## config.mk

```make
export PLATFORM = sky130hd
export DESIGN_NAME = mem_access_unit
export DESIGN_NICKNAME = d
export VERILOG_FILES = /design/src/rtl/mem_access_unit.sv
export SDC_FILE = /design/constraint.sdc
export NUM_CORES = 1
export LEC_CHECK = 0
export ABC_AREA = 1
export BUFFER_PORTS_ARGS = -buffer_cell sky130_fd_sc_hd__buf_2
export CAP_MARGIN = 0
export CORE_ASPECT_RATIO = 1.5
export CORE_UTILIZATION = 46
export DETAILED_ROUTE_END_ITERATION = 10
export GPL_ROUTABILITY_DRIVEN = 0
export GPL_TIMING_DRIVEN = 0
export PLACE_DENSITY = 0.78
export SETUP_SLACK_MARGIN = 0.2
export SLEW_MARGIN = 20
export SYNTH_ARGS = -nofsm -noshare
export SYNTH_HDL_FRONTEND = slang
export SYNTH_SLANG_ARGS = --single-unit
```

## constraint.sdc

```tcl
create_clock -name Clock -period 1.3 [get_ports Clock]
set_input_delay 0.13 -clock Clock [delete_from_list [all_inputs] [get_ports Clock]]
set_output_delay 0.13 -clock Clock [all_outputs]
set_load 0.05 [all_outputs]
```

## src/rtl/mem_access_unit.sv

```systemverilog
// mem_access_unit: MEM-stage load/store over a req/ready bus with MEM/WB register; MEM_TIMEOUT_EN adds a bus watchdog
module mem_access_unit #(
  parameter int word    = 32,
  parameter int rwidth  = 5,
  parameter int TIMEOUT = 16
) (
  input  logic              Clock,
  input  logic              Reset,
  input  logic              MEM_MemRead,
  input  logic              MEM_MemWrite,
  input  logic              MEM_MemtoReg,
  input  logic              MEM_RegWrite,
  input  logic [word-1:0]   MEM_ALU_result,
  input  logic [word-1:0]   MEM_MUX6_out,
  input  logic [rwidth-1:0] MEM_MUX8_out,
  output logic              Dmem_req,
  output logic              Dmem_we,
  output logic [word-1:0]   Dmem_addr,
  output logic [word-1:0]   Dmem_wdata,
  input  logic              Dmem_ready,
  input  logic [word-1:0]   Dmem_rdata,
  output logic              Mem_stall,
  output logic              Mem_addr_err,
  output logic              Mem_bus_err,
  output logic              WB_RegWrite,
  output logic              WB_MemtoReg,
  output logic [word-1:0]   WB_ReadData,
  output logic [word-1:0]   WB_ALU_result,
  output logic [rwidth-1:0] WB_MUX8_out
);
  typedef enum logic {IDLE, WAIT} state_t;
  state_t state_q, state_d;
  logic req_q, req_d, we_q, we_d, aerr_q, aerr_d, berr_q, berr_d;
  logic [word-1:0] addr_q, addr_d, wdata_q, wdata_d;
  logic rw_q, rw_d, m2r_q, m2r_d;
  logic [word-1:0] rd_q, rd_d, alu_q, alu_d;
  logic [rwidth-1:0] dst_q, dst_d;
  logic access, aligned, timeout, stall;
  assign access  = MEM_MemRead | MEM_MemWrite;
  assign aligned = MEM_ALU_result[1:0] == 2'b00;
`ifdef MEM_TIMEOUT_EN
  logic [7:0] cnt_q;
  always_ff @(posedge Clock)
    if (Reset || state_q == IDLE) cnt_q <= '0;
    else if (!Dmem_ready) cnt_q <= cnt_q + 8'd1;
  assign timeout = state_q == WAIT && cnt_q == 8'(TIMEOUT - 1);
`else
  assign timeout = TIMEOUT < 1;
`endif
  always_comb begin
    state_d = state_q;
    req_d   = req_q;
    we_d    = we_q;
    addr_d  = addr_q;
    wdata_d = wdata_q;
    aerr_d  = 1'b0;
    berr_d  = 1'b0;
    rw_d    = MEM_RegWrite;
    m2r_d   = MEM_MemtoReg;
    rd_d    = '0;
    alu_d   = MEM_ALU_result;
    dst_d   = MEM_MUX8_out;
    stall   = 1'b0;
    if (state_q == IDLE) begin
      if (access) begin
        rw_d  = 1'b0;
        m2r_d = 1'b0;
        if (aligned) begin
          stall   = 1'b1;
          req_d   = 1'b1;
          we_d    = !MEM_MemRead;
          addr_d  = MEM_ALU_result;
          wdata_d = MEM_MUX6_out;
          state_d = WAIT;
        end else aerr_d = 1'b1;
      end
    end else if (Dmem_ready) begin
      req_d   = 1'b0;
      we_d    = 1'b0;
      rd_d    = MEM_MemRead ? Dmem_rdata : '0;
      state_d = IDLE;
    end else begin
      rw_d  = 1'b0;
      m2r_d = 1'b0;
      if (timeout) begin
        req_d   = 1'b0;
        we_d    = 1'b0;
        berr_d  = 1'b1;
        state_d = IDLE;
      end else stall = 1'b1;
    end
  end
  always_ff @(posedge Clock)
    if (Reset) begin
      state_q <= IDLE;
      req_q   <= 1'b0;
      we_q    <= 1'b0;
      addr_q  <= '0;
      wdata_q <= '0;
      aerr_q  <= 1'b0;
      berr_q  <= 1'b0;
      rw_q    <= 1'b0;
      m2r_q   <= 1'b0;
      rd_q    <= '0;
      alu_q   <= '0;
      dst_q   <= '0;
    end else begin
      state_q <= state_d;
      req_q   <= req_d;
      we_q    <= we_d;
      addr_q  <= addr_d;
      wdata_q <= wdata_d;
      aerr_q  <= aerr_d;
      berr_q  <= berr_d;
      rw_q    <= rw_d;
      m2r_q   <= m2r_d;
      rd_q    <= rd_d;
      alu_q   <= alu_d;
      dst_q   <= dst_d;
    end
  assign Mem_stall     = stall & !Reset;
  assign Dmem_req      = req_q;
  assign Dmem_we       = we_q;
  assign Dmem_addr     = addr_q;
  assign Dmem_wdata    = wdata_q;
  assign Mem_addr_err  = aerr_q;
  assign Mem_bus_err   = berr_q;
  assign WB_RegWrite   = rw_q;
  assign WB_MemtoReg   = m2r_q;
  assign WB_ReadData   = rd_q;
  assign WB_ALU_result = alu_q;
  assign WB_MUX8_out   = dst_q;
endmodule

```

; Word level (Yosys, flattened, before mapping)
; Index checks and enable logic that the tools add are counted.
[classes]
n_eq_ne = 1
mux = 18
n_bitwise = 6
reduce_logical = 9
[op_table]
columns = cell, count
row1 = $mux W1, 18
row2 = $reduce_and A3 Y1, 2
row3 = $not A1 Y1, 4
row4 = $reduce_bool A2 Y1, 2
row5 = $reduce_or A4 Y1, 1
row6 = $reduce_or A3 Y1, 1
row7 = $logic_not A1 Y1, 2
row8 = $logic_not A2 Y1, 1
row9 = $ne A2 B2 Y1 const B, 1
row10 = $and A1 B1 Y1, 1
row11 = $or A1 B1 Y1, 1
[totals]
regBits = 139
in_bits = 108
out_inout_bits = 140
wordCells = 45

; Logic depth before layout (Yosys ltp)
[depth]
ltp_word = 5
depth_mapped = 8
mapped_depth_nobuf = 6

; Least setup slack after synthesis
; Ideal clock, no wire load.
[synth_timing]
kind = register to output
from = reg state_q
to = out Mem_stall
t_arrival_ns = 1.514
t_required_ns = 1.170
setup_slack_ns = -0.344
stages_incl_launch_ff = 5
n_path_buf = 1
cell_sequence = dfxtp_1 inv_2 nand3_2 buf_2 a21oi_1
[synth_between]
elab_chain_cells = 2
[synth_lines]
columns = item, line_no
row1 = start: declaration, 32  ; state_t state_q, state_d;
row2 = start signal: assignment, 108  ; state_q <= state_d;
row3 = $mux W1, 64  ; if (state_q == IDLE) begin
row4 = $and A1 B1 Y1, 121  ; assign Mem_stall = stall & !Reset;
row5 = end: declaration, 22  ; output logic Mem_stall,
; Every way passes these cells.

; Worst setup path in the final report
; Ends and elaborated chain as after synthesis.

==> results.md <==
- Syn Area/Cell: between 7 and 8 um2
- Number of remaining DRC errors: 0
- Data arrival time of the worst path: ~1.4 ns
- Total cell area at the placement stage: between 0.006 and 0.007 mm2
- Filler Cells Inserted: roughly 540
- Max-slew violation count: 0
- Met2 track demand over resource: approximately three fifths
- Family with the most delay on the worst path: buffers and inverters
- Worst Setup Path Type: flip-flop to output port
- Minimum setup slack after placement: -0.0961 ns
- Count of cell types in the netlist: 17
- Combined global-route utilization of all metal layers: a little under a third
- Core area: around 0.011 mm2
- Highest achievable clock rate: about 650 MHz
- Data required time at the worst endpoint: 1.17 ns
- Number of max-cap violations: 0
- Max-slew headroom: a little under three fifths
- Antenna diode instance count: 0
- Number of buffers between clock root and the deepest sink: 2
- Critical path launch point type: flip-flop
- Initial cell density of the core: 47.7%
- Delay of the slowest cell on the worst path: around 0.38 ns
- Quantity of I/O buffers inserted on ports: between 200 and 250
- Netlist area before placement: 0.00533 mm2
- Combinational family with the most area after synthesis: simple AND/OR/NAND/NOR gates
- GRT busiest layer: met2
- Number of buffers created by CTS: 17
- Final count of hold timing violations: 0
- Area overhead of the layout relative to synthesis: 81.1%
- Antenna violations before repair: 0
- Sinks on Clock Net: 139
- Drt pass-1 iters: 6
- Number of cells on the worst reg-to-reg path: 7
- Final design instance area without fill: 0.00966 mm2
- HPWL after DPL: about 11000 um
- Post-synth top area share: between 50 and 60%
- Run status: finished with violations
- Cell Count, Final, Fillers Out: 1272
- Global-route congestion overflow total: 0
- Worst Path Buf+Inv: 3
- Power density of the placed cells: between 1000 and 1500 mW/mm2
- Utilization after layout: around 86%
- Crit path from: state_q
- Final cycle utilization of the critical path: 118%
- Maximum net fanout on the critical path: 2
- Post-synthesis compound-gate area fraction: less than 1%
- Syn. warnings: 0
- Final net count: approximately 1200
- Adder and majority cell fraction of the synthesized area: 0%
- Instance count after placement with tap cells included: 1146
- Setup violation total in the final timing report: 40
- Met3 track demand over resource: under 10%
- Launch instance of the worst min-delay path: MEM_MUX6_out[1]
- Unrepaired setup endpoints after global routing: yes
- Total via count in the routed design: ~6600
- Yosys reg bits: 139
- Worst vdd rail ir drop: 1040 uV
- Routed via count divided by cell count: 5.18
- CTS tree: done
- Final routed wirelength across all metal layers: between 20000 and 30000 um
- Part of the Yosys area used for sequential elements: between 50% and 60%
- Total power: ~13 mW
- Die Height: approximately 130 um
- Via count of the first global-routing pass: 5921
- Met1 routing resource usage after global routing: roughly 32%
- Worst Max-Slew Pin Slew: 0.666 ns
- Instance count along the most critical hold path: 5
- DIE WIDTH: between 80 and 90 um
- Post-Synthesis Net Count: approximately 860
- DIE AREA: between 0.01 and 0.015 mm2
- Violations in the final reports: setup timing
- Cell occurring most often along the worst timing path: buf_8
- Ratio of cells with drive above 1 in the final layout: 35.8%
- Master cell of the clock root buffer: clkbuf_16
- Insertion delay to the later sink of the worst-skew pair: between 0.4 and 0.5 ns
- Worst Setup End Kind: output port
- Cell accounting for the most synthesized area: dfxtp_1
- Multiplexer area fraction after synthesis: 0%
- Depth of the critical timing path with buffers and inverters included: 5
- Top cells by area, synth: dfxtp_1 52%, inv_1 16%, nor2_1 9.4%, nand2_1 9.2%, nand4_1 7.5%
- Basic-gate share of the synthesized area counting and, or, nand and nor cells: 27.1%
- Critical-path top delay cell: dfxtp_4
- Critical register-to-register path startpoint: state_q
- Clock tree skew after final layout: around 0.014 ns
- Hold crit path type: input pin to flip-flop
- Violation count after the first detailed-routing iteration: 510
- Gate count of the mapped netlist: 754
- Maximum number of pins on one net before global-route repair: 17
- Clock slew at the register clock pins of the worst setup and hold paths: about 0.080 ns
- Leakage power summed over all cells: approximately 5.2 nW
- Detail Route Antenna Nets: 0
- Routed length per placed instance: 20.1 um
- Post-Synth XOR/XNOR Area: 0%
- Number of top-level pins: 248
- Global-route wire length before repair: around 30000 um
- Number of rows created at floorplan: 47
- Worst Slack Setup Final: -0.229 ns
- CTS H-Tree Depth: 4
- Minimum period implied by the final worst setup slack: roughly 1.5 ns
- Chain of cells forming the critical path: inv_8, nand3_4, buf_8, a21oi_4, buf_8
power breakdown:
group	total [mW]	switching (mW)	internal, mW
logic	2.66	1.67	0.981
clock network	5.30	2.21	3.09
registers	4.61	0.142	4.47
total	12.6	4.03	8.54
worst reg2reg max path, stage by stage, from the launching register on:
cell and delay (ns):
dfxtp_4 0.38, inv_8 0.07, buf_4 0.16, buf_12 0.15, buf_8 0.12, nand4_1 0.18, nand2_1 0.28, nor2_1 0.07
flip-flops by register name (all words and copies together), names as in the netlist:
register	flops
Mem_addr_err	1
state_q	1
Dmem_addr	32
WB_ALU_result	32
WB_RegWrite	1
Dmem_we	1
WB_MemtoReg	1
WB_MUX8_out	5
Dmem_req	1
WB_ReadData	32
Dmem_wdata	32
through the flow:
step	setup TNS, ns	hold WS (ns)
floorplan	0	0.237
global placement	-2.94	0.327
detailed placement	-3.74	0.339
CTS	-0.176	0.0266
global route	-2.90	0.0763
finish	-1.92	0.0454
metal layers:
layer  wire, um  vias to the layer above
li1           -                     2876
met4       2260                        0
met1       8150                     2954
met2      12600                      548
met5          0                        -
met3       2580                      205
cells in the final DEF (no fill, tap or decap), types with 2 or more instances in the layout:
master,instances
inv_1,231
nand2_1,126
buf_2,118
dfxtp_1,116
nor2_1,95
buf_4,76
dlygate4sd3_1,71
buf_6,68
nand4_1,64
clkbuf_16,32
nor2_4,31
dfxtp_2,21
buf_8,16
clkbuf_1,13
nor2_2,7
inv_6,6
inv_8,5
nand2_2,5
buf_12,5
dfxtp_4,2
a21oi_4,2
nor3b_1,2
a21oi_1,2
bufinv_16,2
cell families (layout without fill, tap and decap cells):
logic type	after synthesis	count (layout)
buf+inv	275	646
simple gates	335	335
flops	139	139
compound gates	4	4
other cells	1	1
what timing repair did:
| item | in CTS | in global routing |
|---|---|---|
| gates cloned | 0 | 14 |
| hold endpoints to repair | 71 | 0 |
| endpoints found under the setup margin | 199 | 159 |
| resized for setup | 199 | 172 |
| buffers inserted | 5 | 4 |
| hold buffers | 71 | 0 |
| pin swaps | 2 | 21 |
cell type report:
cell class	count	area [um2]	area share, %
Timing Repair Buffer	339	3000	31.1
Sequential cell	139	2820	29.2
Multi-Input combinational cell	340	1770	18.3
Inverter	233	882	9.13
Clock buffer	19	464	4.81
Buffer	42	377	3.90
Tap cell	147	184	1.90
Clock inverter	13	165	1.71
cells in the mapped netlist:
cell type	n
nand2_4	1
inv_1	231
nor3b_1	3
nand2_1	131
inv_2	2
buf_2	19
a21oi_1	4
nand4_1	64
buf_4	1
buf_1	3
nand3_1	2
conb_1	1
nand3_2	1
nor2_1	133
buf_6	3
dfxtp_1	139
clkbuf_1	16
worst paths after layout:
| path | to | slack, ns |
|---|---|---|
| max | Mem_stall | -0.23 |
| min | Dmem_wdata[1] | 0.05 |
| max reg2reg | Dmem_addr[9] | -0.22 |
| min reg2reg | Dmem_wdata[11] | 0.51 |
No activity file was read; power rests on OpenSTA's default activity.
